--- src/rtl/prm_edge_chk_sched.sv ---
`default_nettype none
// ============================================================================
// Module      : prm_edge_chk_sched
// Description : Walks the obstacle list for one PRM roadmap query. It streams
//               obstacle voxel codes out of obstacle RAM, one per cycle, and
//               presents each code to a bank of combinational edge checkers.
//               It ORs every returned edge mask into a per-edge blocked vector
//               and reports that vector to the planner.
// Ports       : clk, rst_n          clock, asynchronous active-low reset
//               start, abort        planner request / cancel
//               obs_count, edge_en  query size and edges of interest
//               busy, done          scan in progress / result-valid pulse
//               edge_blocked        accumulated mask AND edge_en
//               mem_rd_en, mem_addr, mem_rdata   obstacle RAM port
//               chk_code, chk_valid, chk_mask    checker bank port
// Revision    : 1.0  initial release
// ============================================================================
module prm_edge_chk_sched #(
  parameter int NUM_EDGE = 16,
  parameter int CODE_W   = 15,
  parameter int ADDR_W   = 10
) (
  input  logic                clk,
  input  logic                rst_n,
  input  logic                start,
  input  logic                abort,
  input  logic [ADDR_W:0]     obs_count,
  input  logic [NUM_EDGE-1:0] edge_en,
  output logic                busy,
  output logic                done,
  output logic [NUM_EDGE-1:0] edge_blocked,
  output logic                mem_rd_en,
  output logic [ADDR_W-1:0]   mem_addr,
  input  logic [CODE_W-1:0]   mem_rdata,
  output logic [CODE_W-1:0]   chk_code,
  output logic                chk_valid,
  input  logic [NUM_EDGE-1:0] chk_mask
);

  typedef enum logic [1:0] {
    ST_IDLE  = 2'd0,
    ST_ISSUE = 2'd1,
    ST_DRAIN = 2'd2,
    ST_DONE  = 2'd3
  } state_t;

  localparam logic [ADDR_W:0] c_ONE = {{ADDR_W{1'b0}}, 1'b1};

  state_t              r_state;
  state_t              w_state_nxt;
  logic [ADDR_W-1:0]   r_cnt;
  logic [ADDR_W:0]     r_count;
  logic [NUM_EDGE-1:0] r_en;
  logic [NUM_EDGE-1:0] r_acc;
  logic [NUM_EDGE-1:0] r_blocked;
  logic                r_rd_d1;     // a read was issued last cycle; data is on mem_rdata now
  logic                r_chk_valid;
  logic [CODE_W-1:0]   r_code;

  logic                w_start_ok;
  logic                w_active;
  logic                w_last;
  logic                w_cover;
  logic                w_flush;
  logic [NUM_EDGE-1:0] w_acc_nxt;

  assign w_start_ok = start && (r_state == ST_IDLE || r_state == ST_DONE);
  assign w_active   = (r_state == ST_ISSUE) || (r_state == ST_DRAIN);
  assign w_last     = ({1'b0, r_cnt} == (r_count - c_ONE));
  // Include the mask arriving this cycle so early exit does not wait for the
  // accumulator register to catch up.
  assign w_acc_nxt  = r_acc | (r_chk_valid ? chk_mask : {NUM_EDGE{1'b0}});
  assign w_cover    = (r_en != {NUM_EDGE{1'b0}}) && ((w_acc_nxt & r_en) == r_en);
  // Abort or early exit discards whatever reads are still in flight.
  assign w_flush    = w_active && (abort || w_cover);

  always_comb begin
    w_state_nxt = r_state;
    case (r_state)
      ST_IDLE, ST_DONE: begin
        if (w_start_ok) begin
          w_state_nxt = (obs_count == '0) ? ST_DONE : ST_ISSUE;
        end else if (r_state == ST_DONE) begin
          w_state_nxt = ST_IDLE;
        end
      end
      ST_ISSUE: begin
        if (abort)        w_state_nxt = ST_IDLE;
        else if (w_cover) w_state_nxt = ST_DONE;
        else if (w_last)  w_state_nxt = ST_DRAIN;
      end
      ST_DRAIN: begin
        // Once no read is pending, the final code is on the checker this cycle.
        if (abort)        w_state_nxt = ST_IDLE;
        else if (w_cover) w_state_nxt = ST_DONE;
        else if (!r_rd_d1) w_state_nxt = ST_DONE;
      end
      default: w_state_nxt = ST_IDLE;
    endcase
  end

  always_ff @(posedge clk or negedge rst_n) begin
    if (!rst_n) begin
      r_state     <= ST_IDLE;
      r_cnt       <= '0;
      r_count     <= '0;
      r_en        <= '0;
      r_acc       <= '0;
      r_blocked   <= '0;
      r_rd_d1     <= 1'b0;
      r_chk_valid <= 1'b0;
      r_code      <= '0;
    end else begin
      r_state     <= w_state_nxt;
      r_rd_d1     <= (r_state == ST_ISSUE) && !w_flush;
      r_chk_valid <= r_rd_d1 && !w_flush;
      if (r_rd_d1) begin
        r_code <= mem_rdata;
      end

      if (w_start_ok) begin
        r_cnt     <= '0;
        r_count   <= obs_count;
        r_en      <= edge_en;
        r_acc     <= '0;
        r_blocked <= '0;
      end else if (w_active) begin
        if (r_state == ST_ISSUE) begin
          r_cnt <= r_cnt + 1'b1;
        end
        r_acc <= w_acc_nxt;
        if (abort) begin
          r_blocked <= '0;
        end else if (w_state_nxt == ST_DONE) begin
          r_blocked <= w_acc_nxt & r_en;
        end
      end
    end
  end

  assign busy         = w_active;
  assign done         = (r_state == ST_DONE);
  assign edge_blocked = r_blocked;
  assign mem_rd_en    = (r_state == ST_ISSUE);
  assign mem_addr     = r_cnt;
  assign chk_code     = r_code;
  assign chk_valid    = r_chk_valid;

endmodule
`default_nettype wire

--- config.mk ---
export PLATFORM = sky130hd
export DESIGN_NAME = prm_edge_chk_sched
export DESIGN_NICKNAME = d
export VERILOG_FILES = /design/src/rtl/prm_edge_chk_sched.sv
export SDC_FILE = /design/constraint.sdc
export NUM_CORES = 1
export LEC_CHECK = 0
export CORE_AREA = 5 5 113 115
export DETAILED_ROUTE_END_ITERATION = 10
export DIE_AREA = 0 0 118 120
export HOLD_SLACK_MARGIN = 0.06
export PLACE_DENSITY_LB_ADDON = 0.05
export SLEW_MARGIN = 20
export SYNTH_ARGS = -nofsm -noshare
export SYNTH_HDL_FRONTEND = slang
export SYNTH_SLANG_ARGS = --single-unit
--- constraint.sdc ---
create_clock -name clk -period 3.7 [get_ports clk]
set_clock_uncertainty 0.05 [all_clocks]
set_input_delay 0.74 -clock clk [delete_from_list [all_inputs] [get_ports clk]]
set_output_delay 0.74 -clock clk [all_outputs]
set_load 0.05 [all_outputs]
==> results.json, run 1 <==
{
  "outcome": "finished, final reports clean",
  "slowest_delay_ps": 640,
  "via_per_inst": 5.18,
  "drcViolationCount": 0,
  "vias": 3277,
  "grt.overflow.total": 0,
  "synth_seq_cells": 88,
  "num_rows": 40,
  "cts_buffers": 9,
  "synth_cell_types": 47,
  "min_path_type": "in2async",
  "syn_avg_cell_area_um2": 11.3,
  "wl_um": 11200,
  "min_period_over_period_pct": 87.7,
  "finalMaxSlewViolations": 0,
  "mostFrequentLayoutCells": "clkdlybuf4s50_1 (105), dfrtp_1 (88), a21oi_1 (40), mux2_2 (40), inv_1 (24)",
  "p_per_area_nw_per_um2": 793,
  "drive_gt1_share_pct": 14.4,
  "cp-end-kind": "flop",
  "die_h_um": 120,
  "path_clk_slew_ps": 70,
  "grt_pass1_vias": 3551,
  "worstPathArrival_ps": 3470,
  "grt_pass1_wl_um": 18900,
  "rr_startpoint": "r_count[0]",
  "period_minus_slack_ps": 3250,
  "clkSinkCount": 88,
  "setup_slack_ps": 454,
  "htree_levels": 3,
  "max_slew.worst_pin.slew_ps": 778,
  "instances_no_fill": 633,
  "nets": 548,
  "avgRoutedWirePerCell_um": 17.6,
  "grt_max_degree": 62,
  "vdd_drop_max_mv": 0.440,
  "areaGrowthSynthToFinish_pct": 36.9,
  "max-slew-margin-rel_pct": 48.1,
  "die-area_um2": 14200,
  "final_common_cell": "clkdlybuf4s50_1",
  "drt_iter0_drc": 196,
  "antenna_found_initial": 0,
  "rsz0062_at_grt": "false",
  "clockBufferDepth": 2,
  "syn_area_um2": 4190,
  "yosysWarnings": 0,
  "pre_cts_ws_ps": 291,
  "root_buffer": "clkbuf_16",
  "critPathLaunchType": "flop",
  "fmax_ghz": 0.308,
  "antenna_left": 0,
  "core_um2": 11700,
  "leakagePower_nw": 2.43,
  "dr.pass1.iters": 4,
  "crit_path_start": "r_count[0]",
  "clkLatencyLatePin_ps": 340,
  "path_cells": "inv_1 -> ha_1 -> nor3b_1 -> a21oi_2 -> nand4b_1 -> a2111oi_1 -> o311ai_1 -> o211ai_1 -> and3_1 -> a32o_1",
  "portBuffers": 106,
  "cp.required_ps": 3920,
  "fillerInstances": 1095,
  "post-place-cells": 617,
  "start_util_pct": 35.8,
  "cpMaxStageDelayCell": "and3_1",
  "place_congestion": 0.866,
  "async_flop_share_pct": 100,
  "post_cts_resized": 0,
  "synth_nets": 439,
  "die_w_um": 118,
  "ys_seq_area_share_pct": 52.5,
  "synthFlopType": "dfrtp_1",
  "gr-usage-all-layers_pct": 16.7,
  "cts_setup_buffers": 0,
  "hold_buffers": 0,
  "totalNegativeSetupSlack_ps": 0,
  "ios": 107,
  "setup_viol": 0,
  "antenna_cells": 0,
  "cts_tree": "done",
  "synth-edff-count": 0,
  "worstPathMaxFanout": 16,
  "drv_cap": 0,
  "finalHoldViolations": 0,
  "crit_type": "reg2reg",
  "syn_inst": 372,
  "post-dp-hpwl_um": 8160
}
## metal layers
metal	up-vias	wire [um]	track usage (%)
met3	12	425	3.49
li1	1576	-	-
met5	-	0	0
met2	74	5460	27.2
met4	0	204	6.45
met1	1615	5060	21.8
## area by class of cell
| type | count | area [um2] | share of cell area [%] |
|---|---|---|---|
| inverter | 24 | 90.1 | 1.57 |
| clock inverter | 4 | 73.8 | 1.29 |
| tap | 147 | 184 | 3.21 |
| clock buffer | 12 | 267 | 4.64 |
| timing repair buffer | 114 | 1120 | 19.5 |
| multi-input combinational | 244 | 1800 | 31.4 |
| sequential | 88 | 2200 | 38.4 |
## critical path: cells and delay by family, from the launching register on
kind            cells  cell delay (ps)
flops               1              450
fa+ha+maj           1              160
compound gates      5             1270
simple gates        3             1130
buf+inv             1              100
## cells by family (layout without fill, tap and decap cells)
kind of cell,count (synthesis),in the layout,synth area share (%)
flops,88,88,52.5
compound gates,96,96,15.6
xor+xnor,15,15,3.13
simple gates,88,88,12.0
mux,40,40,10.7
buf+inv,40,154,4.45
fa+ha+maj,5,5,1.49
## stage by stage
stage	utilization [%]	power [W]	hold slack, ps	instance area [um2]
2_1_floorplan	-	0.00292	394	4190
3_3_place_gp	46.1	0.00354	431	5400
3_5_place_dp	46.1	0.00356	437	5400
4_1_cts	49.0	0.00462	455	5740
5_1_grt	49.0	0.00486	473	5740
6_report	49.0	0.00455	430	5740
## sequential cells by signal, indices dropped and copies added (netlist names)
| name | cells |
|---|---|
| r_rd_d1 | 1 |
| edge_blocked | 16 |
| r_acc | 16 |
| mem_addr | 10 |
| r_count | 11 |
| r_state | 2 |
| chk_valid | 1 |
| r_en | 16 |
| chk_code | 15 |
## path summary, 6_finish.rpt
kind / cells after the start / slack (ps) / end
max: 10 / 450 / edge_blocked[6]
min: 1 / 430 / r_acc[4]
max reg2reg: 10 / 450 / edge_blocked[6]
min reg2reg: 1 / 460 / chk_code[0]
max in group asynchronous: 2 / 2450 / mem_addr[8]
min in group clk: 1 / 460 / chk_code[0]
## synth_stat cells (all sizes together) (2+ instances only)
cell type / count / area share [%]
mux2: 40 / 11
a21oi: 41 / 5.0
and2: 4 / 0.60
dfrtp: 88 / 53
nand2b: 19 / 2.8
o21ai: 12 / 1.4
nand4: 6 / 0.90
and3: 4 / 0.63
nor3: 7 / 0.84
a32o: 16 / 3.8
o211ai: 2 / 0.36
xor2: 10 / 2.1
nand2: 12 / 1.1
a22oi: 8 / 1.4
xnor2: 5 / 1.0
a21boi: 2 / 0.36
ha: 5 / 1.5
o311ai: 2 / 0.84
clkbuf: 10 / 1.1
or3: 4 / 0.60
o22ai: 3 / 0.45
and3b: 2 / 0.42
nor4: 7 / 1.4
a31oi: 3 / 0.45
nor2: 15 / 1.3
inv: 24 / 2.1
buf: 6 / 1.2
nand3: 3 / 0.36
## where the power goes
part	internal [W]	leakage, nW	switching, W
sequential	0.00129	1.12	0.000365
combinational	0.000789	1.14	0.00108
clock	0.000648	0.169	0.000375
No activity file was read; power rests on OpenSTA's default activity.
==> run 2: changes to the inputs <==
Settings changed: SETUP_SLACK_MARGIN set to 0.5.
==> run 2 against run 1 <==
Die area is the same. Largest power group unchanged. Combinational power about the same. Core utilization is 0.17 points higher. Largest cell class unchanged. Register-to-register slack better by 240 ps. Sequential share of layout area down 0.11 points. Non-clock buffer count did not move. Total power increased by 0.35%. First-iteration DRC count fell by 5.6%. Highest routed layer unchanged.
==> results.json, run 2 (synthesis results as in run 1) <==
{
  "instances_no_fill": 633,
  "cts_tree": "done",
  "start_util_pct": 35.8,
  "post-dp-hpwl_um": 8160,
  "vdd_drop_max_mv": 0.440,
  "r2r_cells": 8,
  "globalRouteMet3Util_pct": 3.49,
  "gr-usage-all-layers_pct": 16.7,
  "final_util_pct": 49.2,
  "antenna_found_initial": 0,
  "finalMaxSlewViolations": 0,
  "worstPathMaxFanout": 16,
  "combPwrFrac_pct": 41.2,
  "finalHoldViolations": 0,
  "place_congestion": 0.866,
  "antenna_left": 0,
  "rsz0062_at_grt": "false",
  "drt_iter0_drc": 185,
  "post-place-cells": 617,
  "p_total_w": 0.00457,
  "grt_util_met1_pct": 21.8,
  "critPathLaunchType": "flop",
  "crit_type": "reg2reg",
  "final_common_cell": "clkdlybuf4s50_1",
  "p_per_area_nw_per_um2": 793,
  "die_h_um": 120,
  "die_w_um": 118,
  "die-area_um2": 14200,
  "cts_buffers": 9,
  "htree_levels": 3,
  "p_sw_share_pct": 40.1,
  "mostFrequentLayoutCells": "clkdlybuf4s50_1 (105), dfrtp_1 (87), a21oi_1 (40), mux2_2 (40), inv_1 (24)",
  "num_rows": 40,
  "drcViolationCount": 0,
  "power.internal_w": 0.00273,
  "hold_buffers": 0,
  "cp-end-kind": "flop",
  "totalNegativeSetupSlack_ps": 0,
  "portBuffers": 106,
  "wl_um": 11200,
  "avgRoutedWirePerCell_um": 17.7,
  "rr_startpoint": "r_count[3]",
  "fillerInstances": 1092,
  "via_per_inst": 5.20,
  "root_buffer": "clkbuf_16",
  "min_period_over_period_pct": 81.2,
  "drive_gt1_share_pct": 15.4,
  "setup_viol": 0,
  "fmax_ghz": 0.333,
  "outcome": "finished, final reports clean",
  "seq_power_share_pct": 36.4,
  "path_clk_slew_ps": 60,
  "max-slew-margin-rel_pct": 48.1,
  "grt.overflow.total": 0,
  "gr-usage-met2_pct": 27.2,
  "max_slew.worst_pin.slew_ps": 778,
  "clockBufferDepth": 2,
  "busiest_layer": "met2",
  "leakagePower_nw": 2.43,
  "vias": 3291,
  "grt_pass1_vias": 3551,
  "period_minus_slack_ps": 3000,
  "areaGrowthSynthToFinish_pct": 37.4,
  "clkPwrFrac_pct": 22.4,
  "nets": 548,
  "grt_pass1_wl_um": 18900,
  "drv_cap": 0,
  "clkSinkCount": 88,
  "switchingPower_w": 0.00183,
  "post_dp_cell_area_um2": 5400,
  "worstPathArrival_ps": 3170,
  "min_path_type": "in2async",
  "cp.required_ps": 3870,
  "ios": 107,
  "dr.pass1.iters": 4,
  "reg2reg_slack_ps": 700,
  "grt_max_degree": 62,
  "clkLatencyLatePin_ps": 340,
  "fin_area_um2": 5760,
  "antenna_cells": 0,
  "core_um2": 11700,
  "reg2reg_to": "edge_blocked[7]"
}
## run 2: stage by stage
step,setup WS [ps],hold WS (ps)
5_1_grt,501,473
6_report,695,430
3_5_place_dp,291,437
4_1_cts,571,455
2_1_floorplan,726,394
3_3_place_gp,304,431
## run 2: what timing repair did
item / CTS / global route
buffers inserted: 0 / 0
pin swaps: 0 / 0
endpoints found under the setup margin: 16 / 16
gates resized for setup: 1 / 4
gates cloned: 0 / 0
## run 2: metal layers
metal / vias to the layer above / wire (um) / part of all wire, %
met4: 0 / 174 / 1.6
met5: - / 0 / 0
met2: 77 / 5500 / 49
met1: 1628 / 5060 / 45
li1: 1575 / - / -
met3: 11 / 442 / 4.0
## run 2: final cells by class
| cell class | instances | area [um2] | share of cell area (%) |
|---|---|---|---|
| clock buffer | 12 | 267 | 4.63 |
| clock inverter | 4 | 73.8 | 1.28 |
| inverter | 24 | 90.1 | 1.56 |
| multi-input combinational | 244 | 1820 | 31.6 |
| sequential | 88 | 2200 | 38.3 |
| tap | 147 | 184 | 3.19 |
| timing repair buffer | 114 | 1120 | 19.4 |
## run 2: how the worst max path moves through the flow
stage | from | to
floorplan | r_count[0] | edge_blocked[10]
global placement | chk_mask[8] | edge_blocked[11]
detailed placement | chk_mask[8] | edge_blocked[6]
CTS | r_count[0] | edge_blocked[7]
global route | r_count[0] | edge_blocked[8]
finish | r_count[3] | edge_blocked[7]
## run 2: critical path: stages (launching register included)
cell and delay [ps]:
dfrtp_1 470, nor4_4 500, a21oi_2 80, nand4b_1 200, a2111oi_2 400, o311ai_2 210
a41o_1 320, and3_2 350, a32o_1 300
## run 2: power groups by stage
stage | sequential (W) | clock [W] | combinational (W)
final | 0.00166 | 0.00102 | 0.00188
after global routing | 0.00173 | 0.00110 | 0.00206
after CTS | 0.00166 | 0.00106 | 0.00189
after detailed placement | 0.00168 | 0 | 0.00189
after global placement | 0.00167 | 0 | 0.00187
after floorplan | 0.00190 | 0 | 0.00102
